--- src/rtl/fifo_wr_arb.sv ---
// Round-robin arbiter sharing the write port of a byte fifo between NUM_REQ burst producers.
// Define FIFO_WR_ARB_PRIO0_EN to give producer 0 strict priority at arbitration time.
module fifo_wr_arb #(
    parameter int unsigned NUM_REQ   = 4,
    parameter int unsigned DATA_W    = 8,
    parameter int unsigned BURST_MAX = 4,
    parameter int unsigned TIMEOUT   = 8
) (
    input  logic                                 clk,
    input  logic                                 rst_n,
    input  logic [NUM_REQ-1:0]                   req_valid,
    input  logic [NUM_REQ-1:0]                   req_last,
    input  logic [NUM_REQ*DATA_W-1:0]            req_data,
    output logic [NUM_REQ-1:0]                   req_ready,
    input  logic                                 fifo_full,
    output logic                                 fifo_wen,
    output logic [DATA_W-1:0]                    fifo_wdata,
    output logic [$clog2(NUM_REQ)-1:0]           grant_id,
    output logic                                 busy,
    output logic                                 abort
);

    localparam int unsigned ID_W   = $clog2(NUM_REQ);
    localparam int unsigned BEAT_W = $clog2(BURST_MAX + 1);
    localparam int unsigned IDLE_W = $clog2(TIMEOUT + 1);

    typedef enum logic {StIdle, StGrant} state_e;

    state_e              state_q, state_d;
    logic [ID_W-1:0]     rr_ptr_q, rr_ptr_d;
    logic [ID_W-1:0]     grant_q, grant_d;
    logic [BEAT_W-1:0]   beat_cnt_q, beat_cnt_d;
    logic [IDLE_W-1:0]   idle_cnt_q, idle_cnt_d;
    logic                pick_found;
    logic [ID_W-1:0]     pick_id;
    logic [ID_W-1:0]     cand;
    logic                release_grant;

    // First valid requester at or after rr_ptr, modulo NUM_REQ.
    always_comb begin
        pick_found = 1'b0;
        pick_id    = rr_ptr_q;
        cand       = '0;
        for (int unsigned off = 0; off < NUM_REQ; off++) begin
            cand = ID_W'((32'(rr_ptr_q) + off) % NUM_REQ);
            if (!pick_found && req_valid[cand]) begin
                pick_found = 1'b1;
                pick_id    = cand;
            end
        end
`ifdef FIFO_WR_ARB_PRIO0_EN
        if (req_valid[0]) begin
            pick_found = 1'b1;
            pick_id    = '0;
        end
`endif
    end

    always_comb begin
        state_d       = state_q;
        rr_ptr_d      = rr_ptr_q;
        grant_d       = grant_q;
        beat_cnt_d    = beat_cnt_q;
        idle_cnt_d    = idle_cnt_q;
        req_ready     = '0;
        fifo_wen      = 1'b0;
        abort         = 1'b0;
        release_grant = 1'b0;

        unique case (state_q)
            StIdle: begin
                if (pick_found) begin
                    grant_d    = pick_id;
                    beat_cnt_d = '0;
                    idle_cnt_d = '0;
                    state_d    = StGrant;
                end
            end
            StGrant: begin
                // Back-pressure freezes both counters; only producer stalls count towards timeout.
                if (!fifo_full) begin
                    req_ready[grant_q] = 1'b1;
                    if (req_valid[grant_q]) begin
                        fifo_wen   = 1'b1;
                        beat_cnt_d = beat_cnt_q + BEAT_W'(1);
                        idle_cnt_d = '0;
                        if (req_last[grant_q] || beat_cnt_q == BEAT_W'(BURST_MAX - 1)) begin
                            release_grant = 1'b1;
                        end
                    end else if (idle_cnt_q == IDLE_W'(TIMEOUT - 1)) begin
                        abort         = 1'b1;
                        release_grant = 1'b1;
                    end else begin
                        idle_cnt_d = idle_cnt_q + IDLE_W'(1);
                    end
                end
            end
        endcase

        if (release_grant) begin
            state_d    = StIdle;
            beat_cnt_d = '0;
            idle_cnt_d = '0;
`ifdef FIFO_WR_ARB_PRIO0_EN
            if (grant_q != '0) begin
                rr_ptr_d = (grant_q == ID_W'(NUM_REQ - 1)) ? '0 : grant_q + ID_W'(1);
            end
`else
            rr_ptr_d = (grant_q == ID_W'(NUM_REQ - 1)) ? '0 : grant_q + ID_W'(1);
`endif
        end
    end

    always_ff @(posedge clk or negedge rst_n) begin
        if (!rst_n) begin
            state_q    <= StIdle;
            rr_ptr_q   <= '0;
            grant_q    <= '0;
            beat_cnt_q <= '0;
            idle_cnt_q <= '0;
        end else begin
            state_q    <= state_d;
            rr_ptr_q   <= rr_ptr_d;
            grant_q    <= grant_d;
            beat_cnt_q <= beat_cnt_d;
            idle_cnt_q <= idle_cnt_d;
        end
    end

    assign busy       = (state_q == StGrant);
    assign grant_id   = grant_q;
    assign fifo_wdata = req_data[grant_q*DATA_W +: DATA_W];

endmodule

--- config.mk ---
export PLATFORM = sky130hd
export DESIGN_NAME = fifo_wr_arb
export DESIGN_NICKNAME = d
export VERILOG_FILES = /design/src/rtl/fifo_wr_arb.sv
export SDC_FILE = /design/constraint.sdc
export NUM_CORES = 1
export LEC_CHECK = 0
export ABC_AREA = 1
export CORE_ASPECT_RATIO = 0.9
export CORE_MARGIN = 4
export CORE_UTILIZATION = 42
export DETAILED_ROUTE_END_ITERATION = 6
export PLACE_DENSITY = 0.92
export SLEW_MARGIN = 5
export SYNTH_ARGS = -nofsm -noshare
export SYNTH_HDL_FRONTEND = slang
export SYNTH_SLANG_ARGS = --single-unit
--- constraint.sdc ---
create_clock -name clk -period 2.38 [get_ports clk]
set_clock_uncertainty 0.1 [all_clocks]
set_input_delay 0.595 -clock clk [delete_from_list [all_inputs] [get_ports clk]]
set_output_delay 0.595 -clock clk [all_outputs]
set_load 0.01 [all_outputs]
* Word-level counts from Yosys, hierarchy flattened
Cells that the tools add are included. W data, S select, Z words.
Word-level totals: register bits after elaboration 12, input port bits 43, output and inout bits 17, logic and storage cells 86
Operators by class: add/sub/neg operators 6, $lt $le $gt $ge 6, equality and inequality tests 7, shifts and indexed selects 1, mux-type cells 49, bitwise logic cells 1, reduce and logical (&&, ||, !) cells 11
Operators with widths (number):
- $shiftx A32 B6 Y8 | 1
- $mux W4 | 7
- $mux W1 | 25
- $lt A2 B3 Y1 const B | 5
- $bmux W1 S2 | 6
- $mux W3 | 4
- $mux W2 | 4
- $pmux W4 S2 | 1
- $pmux W3 S2 | 1
- $reduce_and A3 Y1 | 2
- $add A2 B1 Y2 const B | 2
- $add A2 B2 Y2 const B | 2
- $add A4 B1 Y4 const B | 1
- $eq A4 B3 Y1 const B | 1
- $logic_and A1 B1 Y1 | 4
- $ne A4 B4 Y1 const B | 1
- $add A3 B1 Y3 const B | 1
- $eq A3 B2 Y1 const B | 1
- $logic_not A1 Y1 | 3
- $ne A3 B1 Y1 const B | 1
- $ne A3 B2 Y1 const B | 1
- $ne A3 B3 Y1 const B | 1
- $demux W1 S2 | 1
- $eq A2 B2 Y1 const B | 1
- other kinds (4) | 4

* Longest topological paths before layout
depth in word-level cells 15, depth in mapped cells 13, depth with buffers taken out 12

* Least setup slack after synthesis
No wires, ideal clock.
path type reg2out, start point register grant_q[0] (netlist: grant_id[0]), end point output port req_ready[0], data arrival time 1.519 ns, required time 1.685 ns, setup slack 0.166 ns, stages on the path, launching flop included 7, buffers on the path 2, path through dfrtp_1 > inv_1 > clkbuf_1 > clkbuf_1 > ha_1 > inv_1 > nor2_1
On the way: word-level cells in the longest chain between the ends 6, elaborated cells on any way between the ends 7, classes of those cells order compare: 2; mux: 4; reduce/logical: 1
Ends and longest elaborated chain:
- from (decl) | RTL line 31 | logic [ID_W-1:0] grant_q, grant_d;
- from (signal assigned) | RTL line 124 | grant_q <= grant_d;
- $lt A2 B3 Y1 (implied by the code) / $ge A2 B1 Y1 (equally long branches) | RTL line 82 | req_ready[grant_q] = 1'b1;
- $logic_and A1 B1 Y1 (implied by the code) | RTL line 82
- $mux W1 (implied by the code) | RTL line 82
- $demux W1 S2 (*) | RTL line 82
- $mux W4 (*) | RTL line 81 | if (!fifo_full) begin
- $mux W4 (*) | RTL line 70 | unique case (state_q)
- to (decl) | RTL line 14 | output logic [NUM_REQ-1:0] req_ready,
Mark *: on every way between the ends. The rest lies on a longest branch, timed or not.

* Worst setup path after layout
start point input port fifo_full, end point output port req_ready[1]
On the way: word-level cells in the longest chain between the ends 2
Ends and longest elaborated chain:
- from (decl) | RTL line 15 | input logic fifo_full,
- $mux W4 | RTL line 81
- $mux W4 | RTL line 70
Every way passes these cells.

==> qor.csv <==
metric;value;unit
clock_sinks;12;
dp_slack;-358.5;ps
hp-start;beat_cnt_q[2]$_DFFE_PN0P_;
overflow;0;
holdPathEnd;beat_cnt_q[2]$_DFFE_PN0P_;
io_pins;60;
r2r-start;rr_ptr_q[0]$_DFFE_PN0N_;
max_freq;434.9;MHz
synth_area;0.001323;mm^2
regToRegEndpoint;beat_cnt_q[2]$_DFFE_PN0P_;
drive_gt1_frac;0.1718;
fin_tns_setup;0;ps
die_y;61.24;um
total_power;2.330;mW
slowest_stage;clkdlybuf4s50_1;
relSlewSlack;0.6247;
num_vias;1642;
layout.cells.non_filler;333;
cts_buffers;3;
cts_setup_buffers;0;
required;1680;ps
ys_seq_elements;12;
clk_pin_slew;70;ps
avgSynthCellArea;6.067;um^2
rrSetupSlack;380;ps
rr_worst_depth;12;
crit_path_max_fanout;6;
core_region_area;0.003043;mm^2
ir_drop;0.5341;mV
drt_drc_violations_left;0;
grt_pass1_wl;6361;um
postSynthCellCount;218;
path_class;in2out;
hold_viol;0;
clockBufferDepth;2;
path_buf_inv;3;
grt_usage;0.1951;
fillers;257;
rsz0062_at_grt;false;
syn_nets;268;
hp-class;reg2reg;
cts_tree;yes;
crit_path_cell_trace;clkdlybuf4s50_1, inv_1, nand2_2, nor2_1, dlygate4sd2_1;
fin_crit;2299;ps
layout_common_cells;nand2_1 (63), clkdlybuf4s50_1 (45), nor2_1 (27);
dpl.hpwl;3221;um
dieArea;0.004112;mm^2
yosysUniqueCellTypes;28;
setup_viol;0;
yosysSeqAreaShare;0.2271;
wl_per_cell;11.77;um
p_leak;1.023;nW
finalMaxSlewViolations;0;
final_common_cell;nand2_1;
critPathLaunchType;primary input;
status;finished, final reports clean;
die_w;67.15;um
multi_input_area;894.6;um^2
cpLargestDelayFamily;buffers and inverters;
drt-initial-drc-count;116;
max_stage_delay;420;ps
syn_to_final_growth;56.20;%
holdWs;398.2;ps
endpoint_kind;primary output;
finalCritPeriodShare;0.9660;
worst_pin_slew;561.2;ps
rows;19;
root_buffer;clkbuf_4;
initial_core_util;0.4346;
drt-total-wl;3918;um
avgViaCountPerCell;4.931;
worstPathArrival;1600;ps
port_buffers;59;
setup_ws;80.85;ps
grt_start_max_net_pins;15;
postCtsHoldBufs;0;
finalNetCount;343;
gp_congestion;0.8811;
drv_cap;0;
whs_path_depth;2;
ys_warn_count;0;
power.density;1128;mW/mm^2
antenna_cells;0;
antenna_found_initial;0;
dpl.cell_count;330;
grt_pass1_vias;1502;
dr.pass1.iters;4;
h-tree-depth;1;
clock_latency;270;ps
final-seq-area;301.5;um^2
drtAntennaViolNets;0;
==> worst max-delay path by stage <==
| stage | from | cells after the start | end |
|---|---|---|---|
| 3_3_place_gp | req_valid[1] | 7 | abort |
| 5_1_grt | fifo_full | 5 | req_ready[3] |
| 6_report | fifo_full | 5 | req_ready[1] |
| 3_5_place_dp | req_valid[0] | 7 | abort |
| 4_1_cts | req_valid[0] | 7 | abort |
| 2_1_floorplan | grant_id[0]$_DFFE_PN0P_ | 6 | req_ready[0] |
==> kinds of logic after synthesis <==
kind of cell               count (synthesis)  synth area share
and+or+nand+nor                          132            0.4390
AOI/OAI and AO/OA                         35            0.1542
buffers and inverters                     30            0.1003
DFF                                       12            0.2271
adders and majority gates                  7           0.06622
xor gates and xnor gates                   2           0.01325
==> through the flow <==
stage                     cell area [um^2]  utilization
after global placement                2062       0.6776
after global routing                  2066       0.6789
after detailed placement              2062       0.6776
final                                 2066       0.6789
after floorplan                       1323            -
after CTS                             2076       0.6822
==> cell usage after synthesis <==
cell type | count | area, um^2
a21oi_1 | 1 | 5.000
a21oi_2 | 2 | 17.52
buf_2 | 1 | 5.000
buf_4 | 1 | 7.510
buf_6 | 2 | 22.52
clkbuf_1 | 5 | 18.77
dfrtp_1 | 12 | 300.3
ha_1 | 7 | 87.58
inv_1 | 17 | 63.81
inv_2 | 4 | 15.01
nand2_1 | 65 | 244.0
nand2_2 | 6 | 37.54
nand2_4 | 1 | 11.26
nand3_1 | 24 | 120.1
nand3_2 | 1 | 10.01
nand3b_1 | 1 | 7.510
nand4_1 | 2 | 12.51
nor2_1 | 27 | 101.4
nor2_2 | 2 | 12.51
nor2_4 | 1 | 11.26
o211ai_2 | 1 | 12.51
o21ai_0 | 19 | 95.09
o21ai_1 | 3 | 15.01
o21ai_2 | 1 | 8.760
o22ai_1 | 8 | 50.05
or2_2 | 2 | 12.51
xnor2_1 | 1 | 8.760
xor2_1 | 1 | 8.760
==> flip-flops by register name, indices dropped and copies added, names as in the netlist <==
name	count
beat_cnt_q	3
busy	1
grant_id	2
idle_cnt_q	4
rr_ptr_q	2
==> where the power goes <==
part           internal, mW  switching, mW  leakage, nW  total (mW)
sequential            0.291          0.121        0.149       0.411
combinational         0.779           1.01        0.860        1.79
clock                0.0587         0.0686       0.0138       0.127
total                  1.13           1.20         1.02        2.33
==> tightest hold or removal path, delay by kind of cell (launching register included) <==
family           cells  cell delay, ps
and+or+nand+nor      2             110
DFF                  1             360
==> routing by layer <==
layer / wire length [um] / part of all wire / global-route usage / vias up
met5: 0 / 0 / 0 / -
met4: 34 / 0.0087 / 0.03179 / 0
met3: 274 / 0.070 / 0.02920 / 6
met2: 2011 / 0.51 / 0.3810 / 64
met1: 1598 / 0.41 / 0.2289 / 720
li1: - / - / - / 852
==> layout make-up <==
cell class              instances  share of cell area
well taps                      42             0.02544
clock buffers                   3             0.01090
multi-input cells             176              0.4331
flip-flops and latches         12              0.1460
inverters                      21             0.03816
repair buffers                 79              0.3465
==> repair_timing <==
action                     4_1_cts  5_1_grt
resized for setup               20        3
setup endpoints to repair       14        2
pin swaps                        0        1
Note: power is estimated with default switching activity, not from simulation.
